===== src/rtl/psum_drain_arbiter.sv =====
// Round-robin drain of per-column psum streams into a single addressed write port.
// Define PSUM_DRAIN_ERR_EN to add the sticky overflow_err output.
`ifndef PSUM_DATA_SIZE
`define PSUM_DATA_SIZE 16
`endif

module psum_drain_arbiter #(
    parameter int NUM_COL  = 7,
    parameter int NUM_FILT = 4,
    parameter int DEPTH    = 55
) (
    input  logic                               clk,
    input  logic                               rst_n,
    input  logic                               start_drain,
    input  logic [5:0]                         num_psum,
    input  logic [NUM_COL-1:0]                 col_valid,
    input  logic [NUM_COL*2-1:0]               col_filter_idx,
    input  logic [NUM_COL*`PSUM_DATA_SIZE-1:0] col_psum,
    output logic [NUM_COL-1:0]                 col_ack,
    output logic                               wr_valid,
    input  logic                               wr_ready,
    output logic [10:0]                        wr_addr,
    output logic [`PSUM_DATA_SIZE-1:0]         wr_data,
    output logic                               busy,
    output logic                               done,
    output logic [1:0]                         dbg_state
`ifdef PSUM_DRAIN_ERR_EN
    ,
    output logic                               overflow_err
`endif
);

    localparam int PSUM_W = `PSUM_DATA_SIZE;
    localparam int CW     = (NUM_COL > 1) ? $clog2(NUM_COL) : 1;
    localparam int NCNT   = NUM_COL * NUM_FILT;

    // dbg_state encoding is part of the interface: IDLE=0, DRAIN=1, DONE=2.
    typedef enum logic [1:0] {IDLE = 2'd0, DRAIN = 2'd1, DONE = 2'd2} state_t;

    state_t              state_q, state_d;
    logic [CW-1:0]       rr_ptr_q, rr_ptr_d;
    logic [5:0]          num_q, num_d;
    logic [5:0]          cnt_q [NCNT];
    logic [5:0]          cnt_d [NCNT];
    logic                wr_valid_q, wr_valid_d;
    logic [10:0]         wr_addr_q, wr_addr_d;
    logic [PSUM_W-1:0]   wr_data_q, wr_data_d;
    logic                busy_q, busy_d;
    logic                done_q, done_d;
`ifdef PSUM_DRAIN_ERR_EN
    logic                ovf_q, ovf_d;
`endif

    logic [NUM_COL-1:0]  eligible;
    logic                grant;
    logic [CW-1:0]       grant_col;
    logic                slot_free;
    logic                all_full;

    // wr_valid/wr_ready: a write transfers on a rising edge where both are high;
    // while wr_valid is high and wr_ready low, wr_addr and wr_data hold stable.
    always_comb begin
        int f;
        int idx;
        int gi;
        int gf;
        f          = 0;
        idx        = 0;
        gi         = 0;
        gf         = 0;
        state_d    = state_q;
        rr_ptr_d   = rr_ptr_q;
        num_d      = num_q;
        cnt_d      = cnt_q;
        wr_valid_d = wr_valid_q;
        wr_addr_d  = wr_addr_q;
        wr_data_d  = wr_data_q;
        col_ack    = '0;
        eligible   = '0;
        grant      = 1'b0;
        grant_col  = '0;
        all_full   = 1'b1;
        slot_free  = !wr_valid_q || wr_ready;
`ifdef PSUM_DRAIN_ERR_EN
        ovf_d      = ovf_q;
`endif

        for (int c = 0; c < NUM_COL; c++) begin
            f = int'(col_filter_idx[c*2 +: 2]);
            if (f < NUM_FILT) begin
                eligible[c] = col_valid[c] && (cnt_q[c*NUM_FILT + f] < num_q);
`ifdef PSUM_DRAIN_ERR_EN
                if (state_q == DRAIN && col_valid[c] && cnt_q[c*NUM_FILT + f] == num_q)
                    ovf_d = 1'b1;
`endif
            end
        end

        for (int i = 0; i < NUM_COL; i++) begin
            idx = (int'(rr_ptr_q) + i) % NUM_COL;
            if (!grant && eligible[idx]) begin
                grant     = 1'b1;
                grant_col = CW'(idx);
            end
        end

        for (int k = 0; k < NCNT; k++) begin
            if (cnt_q[k] != num_q) all_full = 1'b0;
        end

        case (state_q)
            IDLE: begin
                if (start_drain) begin
                    num_d = num_psum;
                    for (int k = 0; k < NCNT; k++) cnt_d[k] = '0;
                    state_d = (num_psum == 6'd0) ? DONE : DRAIN;
`ifdef PSUM_DRAIN_ERR_EN
                    ovf_d = 1'b0;
`endif
                end
            end
            DRAIN: begin
                if (slot_free && grant) begin
                    gi = int'(grant_col);
                    gf = int'(col_filter_idx[gi*2 +: 2]);
                    col_ack[grant_col] = 1'b1;
                    wr_valid_d = 1'b1;
                    wr_data_d  = col_psum[gi*PSUM_W +: PSUM_W];
                    wr_addr_d  = 11'(gf*NUM_COL*DEPTH + gi*DEPTH + int'(cnt_q[gi*NUM_FILT + gf]));
                    cnt_d[gi*NUM_FILT + gf] = cnt_q[gi*NUM_FILT + gf] + 6'd1;
                    rr_ptr_d = (gi == NUM_COL - 1) ? '0 : CW'(gi + 1);
                end else if (wr_valid_q && wr_ready) begin
                    wr_valid_d = 1'b0;
                end
                // Only finish once the last accepted psum has left the output slot.
                if (all_full && !wr_valid_q) state_d = DONE;
            end
            DONE:    state_d = IDLE;
            default: state_d = IDLE;
        endcase

        busy_d = (state_d == DRAIN);
        done_d = (state_d == DONE);
    end

    always_ff @(posedge clk or negedge rst_n) begin
        if (!rst_n) begin
            state_q    <= IDLE;
            rr_ptr_q   <= '0;
            num_q      <= '0;
            wr_valid_q <= 1'b0;
            wr_addr_q  <= '0;
            wr_data_q  <= '0;
            busy_q     <= 1'b0;
            done_q     <= 1'b0;
            for (int k = 0; k < NCNT; k++) cnt_q[k] <= '0;
`ifdef PSUM_DRAIN_ERR_EN
            ovf_q      <= 1'b0;
`endif
        end else begin
            state_q    <= state_d;
            rr_ptr_q   <= rr_ptr_d;
            num_q      <= num_d;
            wr_valid_q <= wr_valid_d;
            wr_addr_q  <= wr_addr_d;
            wr_data_q  <= wr_data_d;
            busy_q     <= busy_d;
            done_q     <= done_d;
            cnt_q      <= cnt_d;
`ifdef PSUM_DRAIN_ERR_EN
            ovf_q      <= ovf_d;
`endif
        end
    end

    assign wr_valid  = wr_valid_q;
    assign wr_addr   = wr_addr_q;
    assign wr_data   = wr_data_q;
    assign busy      = busy_q;
    assign done      = done_q;
    assign dbg_state = state_q;
`ifdef PSUM_DRAIN_ERR_EN
    assign overflow_err = ovf_q;
`endif

endmodule


===== config.mk =====
export PLATFORM = sky130hd
export DESIGN_NAME = psum_drain_arbiter
export DESIGN_NICKNAME = d
export VERILOG_FILES = /design/src/rtl/psum_drain_arbiter.sv
export SDC_FILE = /design/constraint.sdc
export NUM_CORES = 1
export LEC_CHECK = 0
export BUFFER_PORTS_ARGS = -buffer_cell sky130_fd_sc_hd__buf_2
export CAP_MARGIN = 30
export CORE_UTILIZATION = 43
export DETAILED_ROUTE_END_ITERATION = 7
export HOLD_SLACK_MARGIN = 0.12
export PLACE_DENSITY_LB_ADDON = 0.15
export SYNTH_ARGS = -nofsm -noshare
export SYNTH_HDL_FRONTEND = slang
export SYNTH_SLANG_ARGS = --single-unit

===== constraint.sdc =====
create_clock -name clk -period 24.1 [get_ports clk]
set_clock_uncertainty 0.15 [all_clocks]
set_input_delay 2.41 -clock clk [delete_from_list [all_inputs] [get_ports clk]]
set_output_delay 2.41 -clock clk [all_outputs]
set_load 0.1 [all_outputs]

---- Yosys cells after proc, flatten, opt, wreduce, memory -nomap -nowiden ----
Cells that the tools add are included.
word-level totals
  flip-flop bits (word level) ............. 209
  input port bits ......................... 143
  output and inout bits ................... 39
operators by class
  $add $sub $neg .......................... 17
  multipliers ............................. 3
  divide/modulo/power cells ............... 7
  order comparisons ....................... 25
  eq/ne operators ......................... 34
  shift operators ......................... 2
  muxes and demuxes ....................... 104
  bitwise operators ....................... 8
  reduce and logical (&&, ||, !) cells .... 34
operators by type and width
  kind                     count
  $mux W168                2
  $pmux W168 S2            1
  $ge A32 B6 Y1 const B    8
  $bmux W6 S5              8
  $lt A32 B5 Y1 const B    7
  $mod A32 B4 Y32 const B  6
  $bwmux W168              1
  $ne A6 B6 Y1             28
  $not A6 Y32              4
  $shiftx A112 B8 Y16      1
  $mux W6                  17
  $not A5 Y32              2
  $mux W1                  52
  $lt A6 B6 Y1             7
  $lt A32 B1 Y1 const B    1
  $mod A4 B4 Y32 const B   1
  $not A2 Y32              1
  $not A4 Y32              1
  $demux W6 S5             1
  $mux W3                  8
  $bmux W1 S3              7
  $add A5 B2 Y6 const A    3
  $logic_and A1 B1 Y1      18
  $mux W7                  2
  other kinds (30)         47

---- Depth between registers and ports, before layout ----
  depth after elaboration ................. 39
  gate-level depth with buffers ........... 51

---- Worst setup path after synthesis ----
OpenSTA, ideal clock, no wires.
  path type ............................... in2out
  from .................................... input port col_filter_idx[4]
  to ...................................... output port col_ack[4]
  arrival ................................. 9000 ps
  path slack .............................. 12540 ps
  stages .................................. 20
  buffers on the path ..................... 5
  cells stage by stage .................... buf_4 mux4_2 ha_1 nand2_1 a2111oi_0 a21oi_1 mux2_2 a211oi_2 a21oi_2 or4b_4 or3_4 o21ai_2 o21ai_2 inv_1 clkbuf_1 buf_1 buf_2 clkbuf_1 nand2_1 nor2_1
between the ends
  longest elaborated chain between the ends .. 35
RTL lines
  element                                                             RTL line  text
  start, declared                                                     17        input logic [NUM_COL*2-1:0] col_filter_idx,
  $add A4 B2 Y5 *                                                     91        eligible[c] = col_valid[c] && (cnt_q[c*NUM_FILT + f] < num_q);
  $not A5 Y32 (not written as such) *                                 91
  $bmux W6 S5 *                                                       91
  $mux W6 (not written as such) * (2 in a row)                        91
  $lt A6 B6 Y1 *                                                      91
  $logic_and A1 B1 Y1 *                                               91
  $bmux W1 S3                                                         101       if (!grant && eligible[idx]) begin
  $mux W1 (not written as such) (2 in a row)                          101
  (+17 left out)                                                      n/a
  $logic_and A1 B1 Y1                                                 101
  $mux W3                                                             101
  $lt A3 B4 Y1 (not written as such) or $ge A3 B1 Y1 (tied branches)  126       col_ack[grant_col] = 1'b1;
  $logic_and A1 B1 Y1 (not written as such)                           126
  $mux W1 (not written as such)                                       126
  $demux W1 S3                                                        126
  $mux W7 *                                                           123       if (slot_free && grant) begin
  $mux W7 *                                                           111       case (state_q)
  end, declared                                                       19        output logic [NUM_COL-1:0] col_ack,
Every way passes the cells marked *; elsewhere a longest branch is shown, timed or not. The select of a mux whose other input is x is not followed.

---- Worst setup path after layout ----
  from .................................... input port col_filter_idx[10]
  to ...................................... register wr_addr_q[10] (netlist: wr_addr[10])
between the ends
  longest elaborated chain between the ends .. 36
RTL lines
  element                                                 RTL line  text
  branches (longest 36 deep; another with $add A5 B2 Y6)  n/a
  end signal, assigned                                    165       wr_addr_q <= wr_addr_d;
  end, declared                                           46        logic [10:0] wr_addr_q, wr_addr_d;
Several ways; the timed one is not identified. The select of a mux whose other input is x is not followed.
A chain may end at the register's enable or synchronous reset.

==> metrics.txt <==
die height 204 microns; crit path from col_filter_idx[10]; via count about 17k; Initial Util 43.9%; initial antenna violation count 3; Max Fclk 74.5 MHz; min Tclk post-route about 13000 ps; min-delay worst type reg2reg; gate count after technology mapping 1939; worst r2r src rr_ptr_q[1]$_DFFE_PN0P_; WL/cell 30.6 microns; clk buf depth 3; Fin. Hold Viols 0; Skew-Pair Late Insertion Delay 580 ps; CTS buffer count 25; Die Span X between 200 and 250 microns; Area Growth Syn to Fin 12.4%; row cnt 73; postcts setup bufs 0; Worst R2R Path Depth between 40 and 50; PortBufs approximately 180; commonest cells after routing, fill and taps aside nand2_1 (314), dfrtp_1 (209), buf_2 (180), o21ai_0 (165), ha_1 (92); CP endpoint wr_addr[10]$_DFFE_PN0P_; Residual DRC 0; Avg Cell Area, Syn 9.03 sq um; Max Slew Vio Count 0; post-synthesis cell area ~0.018 sq mm; Core Box Area around 0.040 sq mm; pin count of the biggest net entering global routing between 70 and 80; grt ovf 0; RSZ-0062 raised after global routing no; Slowest-stage cell, CP o32ai_1; commonest non-fill, non-tap cell in the layout nand2_1; clock root cell clkbuf_16; CP max FO 57; H-tree Lvls 1; Placer Congestion 1.04; RR Endpoint wr_addr[10]$_DFFE_PN0P_; CP Capture Type register; full die area roughly 0.042 sq mm; post-synthesis net count approximately 2.2k; CP startpoint kind input pin; number of global-route vias before repair ~17k; DRT Pass-1 Iters 6; Reg clk slew, reported paths approximately 60 ps; Slew @ Worst Pin 1180 ps; Top FF cell, synth dfrtp_1; Nets roughly 2.3k; CTS tree done; reg-to-reg slack, setup between 10000 and 15000 ps; data arrival time of the worst path 13700 ps; # IOs about 180; Syn. warnings 0; Routed WL 80.0 mm; Resized Gates After CTS 0; GRT Overall Usage between 30% and 40%; fill count 3855; Initial DRC Count approximately 2.1k; FFs w/ async S/R, synth 100%; hold path depth 2; cts-stage hold buffer count 0; via/cell ratio ~6.7; max_slew headroom about a fifth; sequential area share after synthesis between 20% and 30%; Post-DP HPWL a little over 60 mm; status finished clean; EDFF count, synth 0; layout cells sized above 1 about a fifth; Clock Sinks between 200 and 250; Final Setup Violations 0; fin crit share between 50% and 60%; post-synthesis register bit count 209; Cell variety after synth roughly 100; # Max-Cap Violations 0; Sum Neg Setup Slack 0 ps; CP peak stage delay 600 ps; Routed Antenna Nets 0; CP Data Required Time 24370 ps; Crit Path Category in2reg; global-route wire length before repair roughly 120 mm
-- cell usage after synthesis, types with 16 or more instances --
| cell | n | area share, % |
|---|---|---|
| a211oi_1 | 18 | 0.77 |
| a21o_1 | 34 | 1.5 |
| a21oi_1 | 86 | 2.5 |
| a31oi_1 | 24 | 0.86 |
| a32o_1 | 31 | 1.8 |
| buf_2 | 21 | 0.60 |
| clkbuf_1 | 62 | 1.3 |
| dfrtp_1 | 209 | 30 |
| fa_1 | 22 | 2.5 |
| ha_1 | 92 | 6.6 |
| inv_1 | 83 | 1.8 |
| mux2i_1 | 84 | 4.8 |
| mux4_2 | 53 | 6.8 |
| nand2_1 | 314 | 6.7 |
| nand2b_1 | 16 | 0.57 |
| nand3_1 | 64 | 1.8 |
| nand4_1 | 28 | 1.0 |
| nor2_1 | 59 | 1.3 |
| nor3_1 | 29 | 0.83 |
| nor4_1 | 38 | 1.4 |
| o21ai_0 | 165 | 4.7 |
| o21ai_1 | 21 | 0.60 |
| o2bb2ai_1 | 32 | 1.6 |
| or4_1 | 21 | 0.90 |
| xnor2_1 | 18 | 0.90 |
-- through the flow --
stage	hold slack, ps	util (%)	cell area (sq um)	instances	setup WS [ps]
CTS	330	49.3	19700	2613	10770
detailed placement	317	47.3	18900	2569	10200
finish	323	49.3	19700	2614	10670
global route	349	49.3	19700	2613	10010
global placement	308	47.0	18800	2562	10210
floorplan	331	-	17500	1939	12540
-- flip-flops by register name, summed over array words and instances, names as in the netlist --
name and count:
wr_valid 1, wr_data 16, rr_ptr_q 3, dbg_state 2
cnt_q 168, num_q 6, done 1, busy 1
wr_addr 11
-- layout make-up --
cell class              instances  area [sq um]  area share, %
inverters                      89           337           1.71
repair buffers                223          1310           6.63
flip-flops and latches        209          5230           26.6
well taps                     525           657           3.34
clock buffers                  34           709           3.60
clock inverters                10          80.1          0.407
multi-input cells            1523         11400           57.7
diodes                          1          2.50         0.0127
-- cell families (layout without fill, tap and decap cells) --
kind of cell	count (synthesis)	after routing	share of synthesized area, %
simple gates	658	658	18.4
compound gates	565	565	22.7
flops	209	209	29.9
buf+inv	207	356	5.47
mux	154	154	12.7
fa+ha+maj	114	114	9.09
xor+xnor	32	32	1.79
other cells	0	1	0
-- layer usage --
layer  global-route usage (%)  share of wire (%)
met3                     9.54                 11
met2                     58.4                 43
met1                     51.9                 41
met4                     18.3                5.6
met5                        0                  0
-- worst max-delay path: cells and delay by family --
family                   cells  cell delay [ps]
XOR/XNOR                     1              130
multiplexers                 3             1480
adder cells (fa/ha/maj)      6             2470
AO/OA/AOI/OAI               15             3260
buffers and inverters        9             2230
AND/OR/NAND/NOR              7             1590
-- worst min-delay path by stage --
stage                           startpoint                endpoint  slack (ps)
global route        wr_data[4]$_DFFE_PN0P_  wr_data[4]$_DFFE_PN0P_         350
finish              wr_addr[8]$_DFFE_PN0P_  wr_addr[8]$_DFFE_PN0P_         320
global placement    wr_addr[8]$_DFFE_PN0P_  wr_addr[8]$_DFFE_PN0P_         310
detailed placement  wr_addr[8]$_DFFE_PN0P_  wr_addr[8]$_DFFE_PN0P_         320
floorplan            cnt_q[19]$_DFFE_PN0P_   cnt_q[19]$_DFFE_PN0P_         330
CTS                 wr_addr[8]$_DFFE_PN0P_  wr_addr[8]$_DFFE_PN0P_         330
Power is not shown: default switching activity piles up to over one toggle a cycle in this logic, so the estimate is an artifact.
